File: src/rtl/vote_round_ctrl.sv
// vote_round_ctrl: one timed voting round per start. Latches each judge's
// first press, presents the latched votes to the external majority voter,
// captures its verdict and keeps saturating pass/fail tallies.
module vote_round_ctrl #(
    parameter int WINDOW = 16,  // collect length in cycles (>=2)
    parameter int HOLD   = 4,   // result hold length in cycles (>=1)
    parameter int CW     = 8    // tally width
) (
    input  logic          clk,
    input  logic          rst,
    input  logic          start,
    input  logic          btn_a,
    input  logic          btn_b,
    input  logic          btn_c,
    input  logic          maj,
    output logic          va,
    output logic          vb,
    output logic          vc,
    output logic          busy,
    output logic          done,
    output logic          pass,
    output logic          timeout,
    output logic [CW-1:0] pass_cnt,
    output logic [CW-1:0] fail_cnt
);

    typedef enum logic [1:0] {
        S_IDLE,
        S_COLLECT,
        S_EVAL,
        S_RESULT
    } state_t;

    // One timer serves both the collect window and the result hold.
    localparam int TMAX = (WINDOW > HOLD) ? WINDOW : HOLD;
    localparam int TW   = $clog2(TMAX + 1);
    localparam logic [TW-1:0] WIN_LAST  = TW'(WINDOW - 1);
    localparam logic [TW-1:0] HOLD_LAST = TW'(HOLD - 1);
    localparam logic [CW-1:0] CNT_MAX   = {CW{1'b1}};

    state_t        state, state_nxt;
    logic [TW-1:0] timer;
    logic          all_in;

    // Early exit looks at this cycle's presses too, so a vote arriving on the
    // same edge as the third latch still ends the window immediately.
    assign all_in = (va | btn_a) & (vb | btn_b) & (vc | btn_c);

    // State register.
    always_ff @(posedge clk) begin
        if (rst) state <= S_IDLE;
        else     state <= state_nxt;
    end

    // Next-state logic.
    always_comb begin
        state_nxt = state;
        case (state)
            S_IDLE:    if (start) state_nxt = S_COLLECT;
            S_COLLECT: if (timer == WIN_LAST || all_in) state_nxt = S_EVAL;
            S_EVAL:    state_nxt = S_RESULT;
            S_RESULT:  if (timer == HOLD_LAST) state_nxt = S_IDLE;
            default:   state_nxt = S_IDLE;
        endcase
    end

    // Registered datapath: votes, timer, verdict, tallies and status flags.
    always_ff @(posedge clk) begin
        if (rst) begin
            va       <= 1'b0;
            vb       <= 1'b0;
            vc       <= 1'b0;
            busy     <= 1'b0;
            done     <= 1'b0;
            pass     <= 1'b0;
            timeout  <= 1'b0;
            pass_cnt <= '0;
            fail_cnt <= '0;
            timer    <= '0;
        end else begin
            done <= 1'b0;
            busy <= (state_nxt != S_IDLE);
            case (state)
                S_IDLE: begin
                    timer <= '0;
                    if (start) begin
                        va <= 1'b0;
                        vb <= 1'b0;
                        vc <= 1'b0;
                    end
                end
                S_COLLECT: begin
                    // Sticky: a release never clears a latched vote.
                    va    <= va | btn_a;
                    vb    <= vb | btn_b;
                    vc    <= vc | btn_c;
                    timer <= timer + TW'(1);
                end
                S_EVAL: begin
                    pass    <= maj;
                    timeout <= ~(va & vb & vc);
                    done    <= 1'b1;
                    timer   <= '0;
                    if (maj) begin
                        if (pass_cnt != CNT_MAX) pass_cnt <= pass_cnt + CW'(1);
                    end else begin
                        if (fail_cnt != CNT_MAX) fail_cnt <= fail_cnt + CW'(1);
                    end
                end
                S_RESULT: begin
                    timer <= timer + TW'(1);
                end
                default: timer <= '0;
            endcase
        end
    end

endmodule

File: config.mk
export PLATFORM = sky130hd
export DESIGN_NAME = vote_round_ctrl
export DESIGN_NICKNAME = d
export VERILOG_FILES = /design/src/rtl/vote_round_ctrl.sv
export SDC_FILE = /design/constraint.sdc
export NUM_CORES = 1
export LEC_CHECK = 0
export ABC_CLOCK_PERIOD_IN_PS = 2800
export CORE_ASPECT_RATIO = 0.6
export CORE_MARGIN = 4
export CORE_UTILIZATION = 53
export CTS_CLUSTER_DIAMETER = 50
export DETAILED_ROUTE_END_ITERATION = 7
export PLACE_DENSITY = 0.83
export SETUP_SLACK_MARGIN = 0.4
export SYNTH_ARGS = -nofsm -noshare
export SYNTH_HDL_FRONTEND = slang
export SYNTH_SLANG_ARGS = --single-unit
File: constraint.sdc
create_clock -name clk -period 2.8 [get_ports clk]
set_clock_uncertainty 0.1 [all_clocks]
set_input_delay 0.7 -clock clk [delete_from_list [all_inputs] [get_ports clk]]
set_output_delay 0.7 -clock clk [all_outputs]
set_load 0.01 [all_outputs]
# [Word-level counts from Yosys, hierarchy flattened]
# Index checks and enable logic that the tools add are counted.
[op_classes] add_sub_neg=3 mul=0 n_div=0 n_lt_le_gt_ge=0 eq_ne=8 n_shift=0 muxes=10 bitwise_logic=9 reduce_logical=9
[ops] cell="adder 8 x 1 -> 8 bit, second input constant" n=2
[ops] cell="inequality test 8 bit, second input constant" n=2
[ops] cell="one-hot mux 5 bit (2 select lines)" n=1
[ops] cell="one-hot mux 2 bit (4 select lines)" n=1
[ops] cell="two-way mux 2 bit" n=3
[ops] cell="one-hot mux 1 bit (2 select lines)" n=3
[ops] cell="AND reduction 3 bit" n=2
[ops] cell="adder 5 x 1 -> 5 bit, second input constant" n=1
[ops] cell="equality test 5 x 2 -> 1 bit, second input constant" n=1
[ops] cell="equality test 5 x 4 -> 1 bit, second input constant" n=1
[ops] cell="AND 1 bit" n=4
[ops] cell="equality test 2 bit, second input constant" n=2
[ops] cell="nonzero test 2 bit" n=2
[ops] cell="OR reduction 2 bit" n=2
[ops] cell="bitwise OR 1 bit" n=3
[ops] cell="equality test 2 x 1 -> 1 bit, second input constant" n=1
[ops] cell="logical NOT 2 bit" n=1
[ops] cell="two-way mux 1 bit" n=2
[ops] cell="inequality test 2 bit, second input constant" n=1
[ops] cell="NOT 1 bit" n=2
[ops] cell="AND reduction 2 bit" n=1
[ops] cell="logical OR 1 bit" n=1
[word_totals] regBits=30 latch_bits=0 ramBits=0 rom_bits=0 input_bits=7 output_inout_bits=23 word_cells=50 n_memories=0

# [Longest topological paths before layout]
# Gate-level depths: netlist (run 1).
[depth] word_depth=7 depth_mapped=6 depth_no_buf=6

# [Worst setup path before layout (run 1)]
# No wires, ideal clock.
[synth_timing] path_kind="input to register" start="in maj" end="reg pass_cnt[7]" setup_ps=71 t_arrival_ps=1459 path_slack_ps=1170 cell_stages=5 path_cell_list="and3b_1 > buf_4 > o211ai_4 > or3_1 > a21oi_1"
[synth_between] elab_chain_cells=1
[synth_lines] element="from (decl)" line="15" text="input logic maj,"
[synth_lines] element="AND reduction 3 bit (no source line)"
[synth_lines] element="to (signal assigned)" line="105" text="if (pass_cnt != CNT_MAX) pass_cnt <= pass_cnt + CW'(1);"
[synth_lines] element="to (decl)" line="23" text="output logic [CW-1:0] pass_cnt,"
# Every way passes these cells.
# A chain may end at the register's enable or synchronous reset.

# [Worst setup path after layout (run 1)]
[layout_timing] start="reg pass_cnt[2]" end="out pass_cnt[2]"
# No word-level cell between the ends.

==> results of run 1 <==
synthesized netlist by cell type, types with 3 or more instances:
| cell type | n |
|---|---|
| and3_1 | 5 |
| dfxtp_1 | 30 |
| o21ai_0 | 6 |
| nand2b_1 | 3 |
| a21oi_1 | 6 |
| o2111ai_1 | 3 |
| nand2_1 | 4 |
| nand3_1 | 4 |
| ha_1 | 4 |
| nor2_1 | 24 |
| nor2b_1 | 5 |
| mux2i_1 | 4 |
| inv_1 | 3 |
| and4_1 | 4 |
| xor2_1 | 10 |
| nand4_1 | 3 |
| o211ai_1 | 3 |
| clkbuf_1 | 4 |
| nor3_1 | 3 |
layout make-up:
cell class	count	area (um2)
fill	148	484
timing repair buffer	30	298
sequential	30	601
clock buffer	6	82.6
clock inverter	2	60.1
multi-input combinational	108	719
inverter	3	11.3
tap	30	37.5
flip-flops by register name, summed over array words and instances, names as in the netlist:
register / cells
busy: 1
done: 1
fail_cnt: 8
pass: 1
pass_cnt: 8
state: 2
timeout: 1
timer: 5
va: 1
vb: 1
vc: 1
kinds of logic after synthesis:
kind of cell,synth area share (%)
xor+xnor,7.09
flops,44.2
compound gates,13.5
buf+inv,2.85
fa+ha+maj,3.68
mux,2.95
simple gates,25.7
power groups by stage:
stage	Sequential (mW)	Combinational [mW]	Clock [mW]
after global placement	0.457	0.0550	0
after global routing	0.451	0.0625	0.566
after floorplan	0.455	0.0307	0
after detailed placement	0.458	0.0570	0
after CTS	0.449	0.0573	0.548
final	0.449	0.0571	0.542
worst reg2reg max path: cells and delay by family (launching register included):
kind	cells	cell delay, ns
AO/OA/AOI/OAI	1	0.32
AND/OR/NAND/NOR	2	0.35
flip-flops	1	0.43
XOR/XNOR	1	0.17
adder cells (fa/ha/maj)	1	0.28
per-layer routing:
layer,vias to the layer above,share of wire [%]
met5,-,0
met2,41,40
met1,564,51
met3,5,7.0
met4,0,1.2
li1,586,-
metrics by stage:
| stage | power (mW) | std cells | instance area, um2 | worst slack, ns | util (%) |
|---|---|---|---|---|---|
| floorplan | 0.486 | 147 | 1360 | 1.17 | - |
| global placement | 0.512 | 201 | 1670 | 0.563 | 72.7 |
| detailed placement | 0.515 | 201 | 1670 | 0.504 | 72.7 |
| CTS | 1.05 | 209 | 1810 | 0.684 | 78.9 |
| global route | 1.08 | 209 | 1810 | 0.633 | 78.9 |
| finish | 1.05 | 209 | 1810 | 0.680 | 78.9 |
path summary, 6_finish.rpt:
| path | startpoint | endpoint | slack, ns | cells after the start |
|---|---|---|---|---|
| worst max-delay path | pass_cnt[2] | pass_cnt[2] | 0.68 | 1 |
| worst min-delay path | timer[0] | timer[0] | 0.35 | 1 |
| worst max register to register | fail_cnt[0] | fail_cnt[4] | 1.02 | 5 |
| worst min register to register | timer[0] | timer[0] | 0.35 | 1 |
==> summary.txt, run 1 <==
met2 usage = 30.9%
chip height = 47.2 um
total number of yosys warnings = 0
RSZ-0062 raised after global routing = false
synthesized area = 1360 um2
Critical Path RT = 2.00 ns
later-pin clock latency in the skew report = 0.28 ns
Final Max Tran Viols = 0
Setup violations, final = 0
gr usage total = 20.4%
fin crit period = 2.12 ns
TritonCTS clock tree = built
commonest cells after routing, fill and taps aside = 30 x dfxtp_1, 29 x clkdlybuf4s50_1, 24 x nor2_1
Max-slew headroom = 62.1%
f_max = 0.472 GHz
Die Area = 3460 um2
maximum VDD drop = 0.000634 V
gr busiest metal = met2
measured slew at the worst slew-check pin = 0.567 ns
met1 usage = 28.1%
leading cell type in the layout, fill and taps excluded = dfxtp_1
post_cts resized = 0
Starting Density = 59.2%
Area contributors post-synth = dfxtp_1 44%, nor2_1 6.6%, xor2_1 6.4%
Pint = 0.847 mW
Min Hold Slack = 0.354 ns
layout cell share with drive strength beyond 1 = 7.82%
post-detail-place hpwl = 2.26 mm
global placement routability congestion = 0.794
Row Count = 13
switching share of power = 19.2%
Clk Tree Root Cell = clkbuf_8
crit path DAT = 1.32 ns
worst path cell trace = clkdlybuf4s50_1
Yosys top cell area share = 44.2%
nets = 189
Num Clock Sinks = 30
number of I/O pins = 30
Clock power frac = 51.7%
clock-pin slew on the worst setup and hold paths = 0.07 ns
met3 GRT Util = 6.41%
Worst path slowest cell = clkdlybuf4s50_1
Post-synth EDFFs = 0
vias per cell = 5.72
total CTS buffers = 5
Yosys top cell by area = dfxtp_1
largest net degree at the start of global routing = 17
CP Max Fanout = 6
core area = 2290 um2
antenna violations before repair = 0
Net Switching = 0.201 mW
crit end category = output port
Fin Setup TNS = 0 ns
kind of cell adding the most delay to the critical path = buffers and inverters
routed vias = 1196
final wirelength = 3.09 mm
Seq cells post-synth = 30
Worst Hold Class = flop to flop
Final Cycle Share = 75.7%
Initial DRC Count = 67
logic gate share of total power = 5.4%
sequential area share after synthesis = 44.2%
DR DRC count = 0
syn avg cell area = 9.24 um2
type of origin of the critical path = flop
final hold violations = 0
Max Root-Sink Buffers = 2
# port buffers = 29
drt pass-1 iters = 4
Leak = 0.708 nW
max cap viols = 0
vias in the first global route = 1119
Hold Buf Count CTS = 0
DR WL/cell = 14.8 um
# Post-CTS Setup Buffers = 0
Post-Syn Nets = 158
n_diodes = 0
total grt overflow = 0
Reg power frac = 42.8%
cell count after synthesis = 147
crit path buf inv count = 1
type of the worst setup path = flop to output port
area delta synth->final = 33.1%
pwr dens = 579 nW/um2
Die Wd = 73.4 um
Final ANT Viol Nets = 0
Top FF cell, synth = dfxtp_1
H-tree levels = 2
critical path's largest stage delay = 0.59 ns
Yosys cell types = 38
Async SR Flop Fraction = 0%
first-pass GRT wire length = 5.27 mm
outcome = finished, final reports clean
No activity file was read; power rests on OpenSTA's default activity.
==> inputs of run 2 (changes only) <==
Settings changed: ABC_CLOCK_PERIOD_IN_PS 2800 to 2100, CORE_UTILIZATION 53 to 49, PLACE_DENSITY 0.83 to 0.78.
Clock period 2.8 ns to 2.1 ns, I/O delays scaled along.
==> run 2 against run 1 <==
Against the previous run:
- global-route usage shrank 1.2 points
- register-to-register slack lost 0.52 ns
- die area grew 7.0%
- wire length grew 5.4%
- via count shrank 1.1%
- total power grew 7.0%
- utilization shrank 9.5 points
- critical path depth is the same
- combinational power grew 27%
- critical path type unchanged
- critical endpoint is now fail_cnt[1]
- largest cell class unchanged
==> summary.txt, run 2 (same netlist as run 1, synthesis figures left out) <==
Setup violations, final = 0 (unchanged)
kind of cell adding the most delay to the critical path = flip-flops
chip height = 48.8 um (+3.3%)
antenna violations before repair = 0 (unchanged)
Final ANT Viol Nets = 0 (unchanged)
final wirelength = 3.26 mm (+5.4%)
later-pin clock latency in the skew report = 0.28 ns (about the same)
layout cell share with drive strength beyond 1 = 13.8% (+6.0 points)
first-pass GRT wire length = 5.60 mm (+6.3%)
outcome = finished, final reports clean
met2 usage = 29.4% (-1.5 points)
Initial DRC Count = 35 (-48%)
met1 usage = 22.8% (-5.3 points)
fin crit period = 1.66 ns
Hold Buf Count CTS = 0 (unchanged)
biggest registers after layout = fail_cnt (8), pass_cnt (8), timer (5)
crit path buf inv count = 1 (unchanged)
DR DRC count = 0 (unchanged)
f_max = 0.604 GHz
Clk Tree Root Cell = clkbuf_8
Worst path slowest cell = dfxtp_1
post-detail-place hpwl = 2.36 mm (+4.2%)
measured slew at the worst slew-check pin = 0.368 ns (-0.199 ns)
gr usage total = 19.2% (-1.2 points)
global placement routability congestion = 0.800 (+0.74%)
largest net degree at the start of global routing = 23 (+6)
Min Hold Slack = 0.364 ns (+0.0103 ns)
Worst Hold Class = flop to flop
DR WL/cell = 15.3 um (+3.5%)
Final Cycle Share = 78.9%
critical path's largest stage delay = 0.44 ns (-0.15 ns)
Critical Path RT = 1.47 ns (-0.53 ns)
Leak = 0.817 nW (+15%)
routed vias = 1183 (-1.1%)
n_diodes = 0 (unchanged)
RSZ-0062 raised after global routing = false
total CTS buffers = 5 (unchanged)
vias in the first global route = 1174 (+4.9%)
final hold violations = 0 (unchanged)
nets = 193 (+2.1%)
reg2reg setup slack = 0.50 ns (-0.52 ns)
type of the worst setup path = flop to output port
drt pass-1 iters = 5 (+1)
max cap viols = 0 (unchanged)
fillers = 222 (+50%)
type of origin of the critical path = flop
Die Area = 3710 um2 (+7.0%)
CP Max Fanout = 5 (-1)
leading cell type in the layout, fill and taps excluded = dfxtp_1
maximum VDD drop = 0.000498 V (-21%)
commonest cells after routing, fill and taps aside = 25 x dfxtp_1, 24 x nor2_1, 23 x dlygate4sd2_1
gr busiest metal = met2
worst path cell trace = dlygate4sd2_1
number of I/O pins = 30 (unchanged)
crit path DAT = 1.03 ns (-0.29 ns)
Max-slew headroom = 75.5% (+13 points)
Num Clock Sinks = 30 (unchanged)
crit end category = output port
Final Max Tran Viols = 0 (unchanged)
pwr dens = 628 nW/um2 (+8.3%)
area delta synth->final = 31.5%
met3 GRT Util = 9.96% (+3.6 points)
TritonCTS clock tree = built
H-tree levels = 2 (unchanged)
multi-input logic area = 744 um2 (+3.5%)
Fin Setup TNS = 0 ns (unchanged)
vias per cell = 5.55 (-2.9%)
clock-pin slew on the worst setup and hold paths = 0.06 ns (about the same)
Max Root-Sink Buffers = 2 (unchanged)
Row Count = 14 (+1)
total grt overflow = 0 (unchanged)
core area = 2570 um2 (+12%)
Starting Density = 52.8% (-6.5 points)
Reg area = 607 um2 (+1.0%)
# port buffers = 29 (unchanged)
Die Wd = 76.0 um (+3.6%)
run 2: path summary, 6_finish.rpt:
kind	startpoint	endpoint	depth (start not counted)
max	fail_cnt[1]	fail_cnt[1]	1
min	timer[0]	timer[0]	1
max reg2reg	timer[0]	state[0]	6
min reg2reg	timer[0]	timer[0]	1
run 2: through the flow:
step | cell area, um2 | utilization [%] | power, mW | setup WS (ns) | instances
global route | 1790 | 69.4 | 1.18 | 0.382 | 213
floorplan | 1360 | - | 0.648 | 0.534 | 147
detailed placement | 1680 | 65.4 | 0.690 | 0.0314 | 205
CTS | 1760 | 68.5 | 1.14 | 0.232 | 213
global placement | 1680 | 65.4 | 0.687 | 0.0711 | 205
finish | 1790 | 69.4 | 1.12 | 0.444 | 213
run 2: area by class of cell:
cell class / instances / share of cell area, %
Clock buffer: 6 / 4.62
Tap cell: 32 / 2.24
Inverter: 3 / 0.630
Sequential cell: 30 / 34.0
Multi-Input combinational cell: 108 / 41.7
Timing Repair Buffer: 34 / 16.9
run 2: metal layers:
| metal | share of wire, % | vias to the layer above |
|---|---|---|
| met2 | 46 | 33 |
| li1 | - | 593 |
| met4 | 1.9 | 0 |
| met3 | 7.5 | 9 |
| met5 | 0 | - |
| met1 | 44 | 548 |
run 2: timing repair:
| action | in CTS | in global routing |
|---|---|---|
| resized for setup | 27 | 7 |
| pin swaps | 3 | 0 |
| setup endpoints to repair | 31 | 11 |
| buffers inserted | 2 | 0 |
run 2: where the power goes:
part | switching, mW | internal (mW)
Combinational | 0.0362 | 0.0366
Clock | 0.197 | 0.252
Sequential | 0.0169 | 0.583
==> inputs of run 3 (changes only) <==
Settings changed: ABC_CLOCK_PERIOD_IN_PS 2100 to 1500, CORE_UTILIZATION 49 to 44, PLACE_DENSITY 0.78 to 0.74.
Clock period 2.1 ns to 1.5 ns, I/O delays scaled along.
==> run 3 against run 2 <==
Against the previous run:
- the flow now finishes with violations (setup timing)
- sequential share of layout area fell by 7.2 points
- via count rose by 21%
- utilization rose by 15 points
- final cell count rose by 25%
- first-iteration DRC count rose to 3.1 times the previous value
- critical path depth rose by 4
- clock-buffer cell count rose by 1
- non-clock buffer count rose by 41
- largest power group unchanged
==> summary.txt, run 3 (same netlist as run 1, synthesis figures left out) <==
Critical Path RT = 1.57 ns (+0.10 ns)
FF-to-FF path depth = 5 (-1)
later-pin clock latency in the skew report = 0.29 ns (about the same)
pwr dens = 689 nW/um2 (+9.8%)
leading cell type in the layout, fill and taps excluded = buf_6
crit end category = flop
Pint = 1.28 mW (+47%)
commonest cells after routing, fill and taps aside = 37 x buf_6, 28 x buf_4, 21 x nor2_1
Setup violations, final = 3 (+3)
area delta synth->final = 80.8%
worst path cell trace = ha_4 -> nand4_1 -> o211ai_1 -> xor2_1 -> nor2_1
post-detail-place hpwl = 2.25 mm (-4.7%)
routed vias = 1436 (+21%)
# port buffers = 29 (unchanged)
antenna violations before repair = 0 (unchanged)
Row Count = 15 (+1)
Final Max Tran Viols = 0 (unchanged)
DR WL/cell = 17.1 um (+12%)
Num Clock Sinks = 30 (unchanged)
global placement routability congestion = 0.783 (-2.2%)
Clk Tree Root Cell = clkbuf_8
Final Cycle Share = 103%
number of I/O pins = 30 (unchanged)
pre-CTS setup slack = -0.444 ns (-0.476 ns)
Starting Density = 46.7% (-6.1 points)
switching share of power = 24.5% (+2.2 points)
H-tree levels = 2 (unchanged)
final hold violations = 0 (unchanged)
Initial DRC Count = 108 (+210%)
Max-slew headroom = 77.6% (+2.1 points)
fin crit period = 1.55 ns
chip height = 51.0 um (+4.6%)
worst setup margin = -0.0484 ns (-0.492 ns)
nets = 234 (+21%)
outcome = complete, but fails checks
vias per cell = 5.40 (-2.8%)
Reg power frac = 48.2% (-5.3 points)
measured slew at the worst slew-check pin = 0.336 ns (-0.0312 ns)
type of the worst setup path = flop to flop
biggest registers after layout = fail_cnt (8), pass_cnt (8), timer (5)
Die Area = 4070 um2 (+9.8%)
gr usage total = 20.2% (+0.97 points)
crit path DAT = 1.62 ns (+0.59 ns)
Net Switching = 0.414 mW (+66%)
Clock power frac = 40.0% (about the same)
vias in the first global route = 1352 (+15%)
core area = 2910 um2 (+13%)
total CTS buffers = 5 (unchanged)
Worst Hold Class = flop to flop
hold path cells = 1 (unchanged)
final wirelength = 4.56 mm (+40%)
Max Root-Sink Buffers = 2 (unchanged)
Worst path slowest cell = dfxtp_4
critical path's largest stage delay = 0.36 ns (-0.08 ns)
max cap viols = 0 (unchanged)
Fin Setup TNS = -0.0783 ns (-0.0783 ns)
Leak = 1.02 nW (+25%)
failing checks = setup timing
Hold Buf Count CTS = 0 (unchanged)
maximum VDD drop = 0.000514 V (+3.1%)
type of origin of the critical path = flop
n_diodes = 0 (unchanged)
total grt overflow = 0 (unchanged)
DR DRC count = 0 (unchanged)
f_max = 0.646 GHz
layout cell share with drive strength beyond 1 = 58.9% (+45 points)
TritonCTS clock tree = built
RSZ-0062 raised after global routing = true
clock-pin slew on the worst setup and hold paths = 0.06 ns (about the same)
logic gate share of total power = 11.8% (+5.3 points)
reg2reg setup slack = -0.05 ns (-0.55 ns)
CP Max Fanout = 6 (+1)
Die Wd = 79.7 um (+4.9%)
drt pass-1 iters = 4 (-1)
largest net degree at the start of global routing = 11 (-52%)
Final ANT Viol Nets = 0 (unchanged)
first-pass GRT wire length = 6.15 mm (+9.7%)
run 3: critical path, delay by kind of cell, from the launching register on:
kind / cells / cell delay [ns]
AND/OR/NAND/NOR: 2 / 0.31
XOR/XNOR: 1 / 0.20
adder cells (fa/ha/maj): 1 / 0.14
flip-flops: 1 / 0.36
AO/OA/AOI/OAI: 1 / 0.33
run 3: routing by layer:
| layer | vias up | track usage [%] | share of wire, % |
|---|---|---|---|
| met4 | 0 | 5.62 | 1.3 |
| met5 | - | 0 | 0 |
| met2 | 53 | 34.9 | 53 |
| met3 | 5 | 8.80 | 5.7 |
| li1 | 676 | - | - |
| met1 | 702 | 22.9 | 40 |
run 3: final timing paths:
kind	startpoint	to
setup / recovery	fail_cnt[0]	fail_cnt[5]
hold reg to reg	pass_cnt[6]	pass_cnt[6]
hold / removal	pass_cnt[6]	pass_cnt[6]
setup reg to reg	fail_cnt[0]	fail_cnt[5]
run 3: final cells by class:
type | count | area, um2
fill | 142 | 453
timing repair buffer | 75 | 712
sequential | 30 | 657
inverter | 3 | 11.3
multi-input combinational | 108 | 932
clock inverter | 1 | 5.00
clock buffer | 7 | 86.3
tap | 42 | 52.6
run 3: metrics by stage:
stage / hold WS (ns) / cells / instance area (um2) / power [mW] / util, %
4_1_cts: 0.394 / 259 / 2290 / 1.67 / 78.9
3_3_place_gp: 0.330 / 229 / 1930 / 0.977 / 66.2
6_report: 0.415 / 266 / 2460 / 1.69 / 84.4
5_1_grt: 0.425 / 266 / 2460 / 1.76 / 84.4
2_1_floorplan: 0.320 / 147 / 1500 / 0.913 / -
3_5_place_dp: 0.335 / 229 / 1930 / 0.982 / 66.2
run 3: repair_timing:
| action | 4_1_cts | 5_1_grt |
|---|---|---|
| setup endpoints to repair | 53 | 52 |
| pin swaps | 25 | 20 |
| buffers inserted | 22 | 7 |
| gates resized for setup | 146 | 30 |
run 3: power groups by stage:
stage	Sequential, mW	Combinational (mW)	Clock [mW]
final	0.815	0.199	0.678
after global routing	0.817	0.212	0.727
after CTS	0.820	0.177	0.677
after detailed placement	0.842	0.140	0
after global placement	0.841	0.137	0
after floorplan	0.846	0.0663	0
